**src/rtl/decode_regfile_issue.sv**
```systemverilog
// Decode/issue stage: accepts instructions from fetch, reads a 32x32 register file,
// issues to the ALU, waits for the result, writes back to rd and returns the next pc.
module decode_regfile_issue #(
  parameter int WB_TIMEOUT = 16
) (
  input  logic        clk,
  input  logic        resetn,
  input  logic        in_valid,
  output logic        in_ready,
  input  logic [31:0] in_instruction,
  input  logic [31:0] in_pc,
  output logic        alu_valid,
  output logic [31:0] alu_instruction,
  output logic [31:0] alu_pc,
  output logic [31:0] alu_rs1_data,
  output logic [31:0] alu_rs2_data,
  input  logic [31:0] alu_result,
  input  logic [31:0] alu_next_pc,
  input  logic        alu_result_valid,
  input  logic        alu_is_jump,
  output logic        pc_update_valid,
  output logic [31:0] pc_update,
  output logic        illegal_instr,
  output logic        alu_timeout,
  output logic [15:0] jump_count,
  input  logic        dbg_we,
  input  logic [4:0]  dbg_addr,
  input  logic [31:0] dbg_wdata,
  output logic [31:0] dbg_rdata
);

  // Handshake: an instruction transfers on a rising edge where in_valid && in_ready;
  // in_ready is high only in IDLE, and in_valid is not required to stay high afterwards.
  localparam int CW = $clog2(WB_TIMEOUT + 1);

  typedef enum logic [1:0] {S_IDLE, S_ISSUE, S_WAIT, S_ILLEGAL} state_t;

  state_t        state, state_next;
  logic [31:0]   rf [32];
  logic [31:0]   instr_q, pc_q, rs1_q, rs2_q;
  logic [CW-1:0] wait_cnt;
  logic [15:0]   jump_cnt;
  logic          legal;
  logic [4:0]    rs1_idx, rs2_idx, rd_idx;
  logic [31:0]   rs1_rd, rs2_rd, pc_plus4;

  assign rs1_idx  = instr_q[19:15];
  assign rs2_idx  = instr_q[24:20];
  assign rd_idx   = instr_q[11:7];
  assign rs1_rd   = (rs1_idx == 5'd0) ? 32'd0 : rf[rs1_idx];
  assign rs2_rd   = (rs2_idx == 5'd0) ? 32'd0 : rf[rs2_idx];
  assign pc_plus4 = pc_q + 32'd4;

  assign alu_instruction = instr_q;
  assign alu_pc          = pc_q;
  // Operands come straight from the regfile while issuing, then stay frozen.
  assign alu_rs1_data    = (state == S_ISSUE) ? rs1_rd : rs1_q;
  assign alu_rs2_data    = (state == S_ISSUE) ? rs2_rd : rs2_q;
  assign jump_count      = jump_cnt;
  assign dbg_rdata       = (dbg_addr == 5'd0) ? 32'd0 : rf[dbg_addr];

  always_comb begin
    legal = 1'b0;
    if (in_instruction[6:0] == 7'h6F) begin
      legal = 1'b1;
    end else if (in_instruction[6:0] == 7'h33) begin
      if (in_instruction[31:25] == 7'h00)
        legal = in_instruction[14:12] inside {3'b000, 3'b100, 3'b110, 3'b111};
      else if (in_instruction[31:25] == 7'h20)
        legal = (in_instruction[14:12] == 3'b000);
    end
  end

  always_comb begin
    state_next      = state;
    in_ready        = 1'b0;
    alu_valid       = 1'b0;
    pc_update_valid = 1'b0;
    pc_update       = 32'd0;
    illegal_instr   = 1'b0;
    alu_timeout     = 1'b0;
    case (state)
      S_IDLE: begin
        in_ready = 1'b1;
        if (in_valid) state_next = legal ? S_ISSUE : S_ILLEGAL;
      end
      S_ISSUE: begin
        alu_valid  = 1'b1;
        state_next = S_WAIT;
      end
      S_WAIT: begin
        if (alu_result_valid) begin
          pc_update_valid = 1'b1;
          pc_update       = alu_next_pc;
          state_next      = S_IDLE;
        end else if (wait_cnt == CW'(WB_TIMEOUT)) begin
          alu_timeout     = 1'b1;
          pc_update_valid = 1'b1;
          pc_update       = pc_plus4;
          state_next      = S_IDLE;
        end
      end
      S_ILLEGAL: begin
        illegal_instr   = 1'b1;
        pc_update_valid = 1'b1;
        pc_update       = pc_plus4;
        state_next      = S_IDLE;
      end
      default: state_next = S_IDLE;
    endcase
    // A cycle that is being reset must not announce a retirement.
    if (!resetn) begin
      alu_valid       = 1'b0;
      pc_update_valid = 1'b0;
      illegal_instr   = 1'b0;
      alu_timeout     = 1'b0;
    end
  end

  always_ff @(posedge clk) begin
    if (!resetn) begin
      state    <= S_IDLE;
      instr_q  <= 32'd0;
      pc_q     <= 32'd0;
      rs1_q    <= 32'd0;
      rs2_q    <= 32'd0;
      wait_cnt <= '0;
      jump_cnt <= 16'd0;
      for (int i = 0; i < 32; i++) rf[i] <= 32'd0;
    end else begin
      state <= state_next;
      if (state == S_IDLE && in_valid) begin
        instr_q <= in_instruction;
        pc_q    <= in_pc;
      end
      if (state == S_ISSUE) begin
        rs1_q    <= rs1_rd;
        rs2_q    <= rs2_rd;
        wait_cnt <= '0;
      end else if (state == S_WAIT && !alu_result_valid) begin
        wait_cnt <= wait_cnt + 1'b1;
      end
      if (state == S_IDLE && dbg_we && dbg_addr != 5'd0)
        rf[dbg_addr] <= dbg_wdata;
      if (state == S_WAIT && alu_result_valid) begin
        if (rd_idx != 5'd0) rf[rd_idx] <= alu_result;
        if (alu_is_jump) jump_cnt <= jump_cnt + 16'd1;
      end
    end
  end

endmodule

```
**config.mk**
```make
export PLATFORM = sky130hd
export DESIGN_NAME = decode_regfile_issue
export DESIGN_NICKNAME = d
export VERILOG_FILES = /design/src/rtl/decode_regfile_issue.sv
export SDC_FILE = /design/constraint.sdc
export NUM_CORES = 2
export LEC_CHECK = 0
export BUFFER_PORTS_ARGS = -buffer_cell sky130_fd_sc_hd__buf_2
export CORE_MARGIN = 8
export CORE_UTILIZATION = 35
export DETAILED_ROUTE_END_ITERATION = 7
export SETUP_SLACK_MARGIN = 0.4
export SLEW_MARGIN = 30
export SYNTH_ARGS = -nofsm -noshare
export SYNTH_HDL_FRONTEND = slang
export SYNTH_SLANG_ARGS = --single-unit
```
**constraint.sdc**
```tcl
create_clock -name clk -period 3.4 [get_ports clk]
set_clock_uncertainty 0.15 [all_clocks]
set_input_delay 0.68 -clock clk [delete_from_list [all_inputs] [get_ports clk]]
set_output_delay 0.68 -clock clk [all_outputs]
set_load 0.05 [all_outputs]
```
After elaboration in Yosys (flattened, before gate mapping)
Memories as Yosys holds them, arrays and structs flattened. A register that Yosys moved wholly into a read port is not among the register bits.
Index checks and enable logic that the tools add are counted.
- register bits after elaboration: 151
- memory bits (writable): 1024
- input bits: 171
- output and inout port bits: 213
- word-level logic and storage cells: 91
- memories kept: 1
- add/subtract/negate cells: 3
- equal/unequal tests: 12
- multiplexer cells: 47
- bitwise gates (word level): 1
- reduce and logical (&&, ||, !) cells: 20
- memory list (name ; words ; width ; read ports ; clocked after Yosys merged registers in ; wr ports ; line ; RTL):
    rf ; 32 ; 32 ; 3 ; 2 ; 32 ; 39 ; logic [31:0] rf [32];
- operator list (kind ; count):
    $mux 32 ; 9
    $pmux 32 s2 ; 1
    $reduce_or 32->1 ; 2
    $add 32x3->32 const B ; 1
    $mux 5 ; 6
    $mux 1 ; 25
    $add 16x1->16 const B ; 1
    $logic_not 5->1 ; 3
    $eq 7x6->1 const B ; 2
    $reduce_bool 5->1 ; 2
    $eq 3x3->1 const B ; 3
    $mux 2 ; 4
    $pmux 2 s4 ; 1
    $eq 7x7->1 const B ; 1
    $logic_not 7->1 ; 1
    $add 5x1->5 const B ; 1
    $eq 5x5->1 const B ; 1
    $logic_and 1x1->1 ; 5
    $eq 2x2->1 const B ; 2
    $reduce_and 2->1 ; 2
    $reduce_bool 4->1 ; 1
    $logic_not 3->1 ; 1
    $ne 3x3->1 const B ; 1
    $eq 2x1->1 const B ; 1
    other kinds (6) ; 6

Depth between registers and ports, before layout
- depth after elaboration: 9
- gate-level depth with buffers: 9

Least setup slack after synthesis
Ideal clock, no wire load.
- path kind: input to output
- start: input alu_result_valid
- end: output pc_update[31]
- arrival time: 3.301 ns
- path slack: -0.731 ns
- cell stages on the path: 4
- cell sequence: nor3b_2 > a22oi_1 > clkbuf_1 > o311ai_0
- cells in the longest elaborated chain, start to end: 2
- ends and longest elaborated chain (what ; line ; RTL):
    start: declaration ; 19 ; input logic alu_result_valid,
    $mux 32 ; 92 ; if (alu_result_valid) begin
    $pmux 32 s2 ; 82 ; case (state)
    end: declaration ; 22 ; output logic [31:0] pc_update,
No other way between the ends.

==> results.yml <==
status:
  status: "complete, but fails checks"
  violations: "setup timing"
detailed_routing:
  drc: 0
  viasPerCell: 6.38
  dr_total_vias: 53710
  wirelength_um: 290000
  routedWlPerCell_um: 34.5
  drtIter0Drc: 8234
  first_pass_iters: 7
  ant_nets: 0
clocking:
  htreeDepth: 4
  ctsLongestPathBuffers: 3
  root_buffer: "clkbuf_16"
  cts_made_buffers: 133
  clock_latency_ns: 0.81
  clock_sinks: 1185
  cts_tree: "done"
  clk_pin_slew_ns: 0.06
critical_path:
  crit_top_cell: "buf_12"
  cp.arrival_ns: 3.26
  slowest_delay_ns: 0.48
  worstPathCellList: "buf_12 -> buf_12 -> buf_16 -> buf_12 -> buf_16 -> mux4_2 -> mux2i_1 -> a22oi_1 -> a22o_1 -> buf_6"
  worstSetupPathType: "flip-flop to output pin"
  slowest_stage: "mux4_2"
  end_kind: "output pin"
  crit_path_max_fanout: 6
  worstPathRequired_ns: 2.57
  startpoint_type: "flip-flop"
  rrSetupSlack_ns: 0.46
timing:
  fmax_mhz: 245
  hold_slack_ns: 0.0382
  setup_viol_count_final: 96
  period_needed_ns: 4.09
  hold_viol: 0
  period_share_pct: 120
  worst_pin_slew_ns: 1.05
  rsz0062_at_grt: "yes"
  drv_slew: 0
  relSlewSlack_pct: 30.1
  fin_ws_ns: -0.688
power_and_ir_drop:
  vdd_drop_max_v: 0.000377
  power_density_nw_per_um2: 442
  leakage_nw: 31.7
  finalPower_mw: 39.5
worst_hold_path:
  hp-class: "input pin to flip-flop"
yosys:
  syn_inst: 4922
  synthFlopType: "edfxtp_1"
  syn_area_um2: 67000
  ys_seq_area_share_pct: 50.7
  synth_edf_count: 1024
  syn_avg_cell_area_um2: 13.6
  ys_warn_count: 0
  synth_seq_cells: 1185
  synthArstFlopShare_pct: 0
  yosysUniqueCellTypes: 70
global_routing:
  grt_pass1_wl_um: 398000
  grtUsageTotal_pct: 27.0
  grt_pass1_vias: 52789
  overflow: 0
  antenna_found_initial: 4
  grt_max_degree: 98
floorplan:
  die-width_um: 454
  die_h_um: 454
  core-area_um2: 190000
  die-area_um2: 206000
  rows: 160
  start_util_pct: 35.2
  io_pins: 384
finish:
  layout-drive-gt1-share_pct: 46.7
  fin_nets: 5972
  instances_no_fill: 8417
  post-route-util_pct: 47.1
  area_delta_synth_final_pct: 33.5
placed_design:
  port_buffers: 383
  place_inst: 7867
  gp_congestion: 0.936
  dpl.hpwl_um: 182000
  dp_slack_ns: -0.223
job:
  cap_violations: 0
==> final timing paths <==
path	start	end	cells after the start
max reg2reg	alu_instruction[8]	rf[31][22]	8
min reg2reg	rs1_q[21]	rs1_q[21]	2
min	in_instruction[18]	flip-flop	3
max	flip-flop	alu_rs1_data[3]	10
==> per-stage QoR <==
step	setup TNS, ns	cell area, um^2
after floorplan	0	68300
after global placement	-10.78	78000
after detailed placement	-12.01	78000
after CTS	-38.47	87400
after global routing	-42.57	89500
final	-36.33	89500
==> final cells by class <==
cell class	instances	area [um^2]
Sequential cell	1185	34000
Antenna cell	4	10.0
Fill cell	16101	101000
Tap cell	2511	3140
Timing Repair Buffer	1225	13900
Clock inverter	69	573
Multi-Input combinational cell	3209	34100
Inverter	43	174
Clock buffer	171	3620
==> where the power goes <==
| group | switching, mW | internal, mW | leakage, nW |
|---|---|---|---|
| logic | 4.62 | 3.77 | 17.7 |
| registers | 0.494 | 16.3 | 11.9 |
| clock network | 6.34 | 7.96 | 2.04 |
| total | 11.5 | 28.1 | 31.7 |
==> metal layers <==
layer	routed length [um]	part of all wire (%)	global-route usage (%)	up-vias
li1	-	-	-	20812
met4	21400	7.4	16.7	0
met3	41400	14	8.64	989
met2	131000	45	41.7	4763
met5	0	0	0	-
met1	96900	33	33.0	27146
==> Yosys cell counts, drive strengths merged, types with 9 or more instances <==
cell type	n	area, um^2
and2	11	70.1
buf	187	1070
xnor2	20	175
o311ai	29	254
nor2	1084	4090
nand3	35	200
clkbuf	329	1270
o21ai	139	707
mux2i	161	1610
nand2	418	1570
mux4	832	18700
a21oi	74	374
o22ai	67	419
inv	43	161
nand3b	9	67.6
nand4	20	185
a22o	9	80.1
a22oi	61	458
xor2	22	193
nor3	68	340
edfxtp	1024	30700
o211ai	29	218
dfxtp	161	3220
==> critical path, delay by kind of cell, from the launching register on <==
| kind | cells | cell delay, ns |
|---|---|---|
| buf+inv | 6 | 0.92 |
| flops | 1 | 0.44 |
| mux | 2 | 0.69 |
| compound gates | 2 | 0.39 |
==> flip-flops by register name, indices dropped and copies added, names as in the netlist, named ones only <==
name,flops
state,2
rf,1024
rs2_q,32
alu_instruction,32
alu_pc,32
wait_cnt,5
jump_count,16
rs1_q,32
==> kinds of logic after synthesis <==
group | count (synthesis) | share of synthesized area, %
AND/OR/NAND/NOR | 1704 | 10.5
flip-flops | 1185 | 50.7
multiplexers | 994 | 30.4
buffers and inverters | 559 | 3.73
AO/OA/AOI/OAI | 433 | 4.10
XOR/XNOR | 42 | 0.549
adder cells (fa/ha/maj) | 4 | 0.0747
other | 1 | 0.00559
==> cells in the final DEF, fill, tap and decap left out, types with 42 or more instances in the layout <==
| master | n |
|---|---|
| nor2_1 | 1062 |
| mux4_2 | 832 |
| nor3_1 | 45 |
| buf_8 | 59 |
| mux2i_1 | 92 |
| nand2_4 | 45 |
| o21ai_4 | 59 |
| o22ai_2 | 42 |
| dlygate4sd3_1 | 43 |
| buf_6 | 159 |
| dfxtp_1 | 133 |
| clkbuf_16 | 144 |
| buf_2 | 247 |
| nand2_2 | 60 |
| buf_16 | 51 |
| buf_12 | 234 |
| o21ai_0 | 67 |
| buf_4 | 422 |
| nand2_1 | 311 |
| a21oi_1 | 72 |
| edfxtp_1 | 1024 |
==> timing repair <==
action                                 4_1_cts  5_1_grt
gates cloned                                31       10
pin swaps                                  111      121
gates resized for setup                    645      288
endpoints found under the hold margin       44        0
hold buffers                                43        0
setup buffers                              151       71
setup endpoints to repair                  195      348
(Power assumes the default switching activity.)
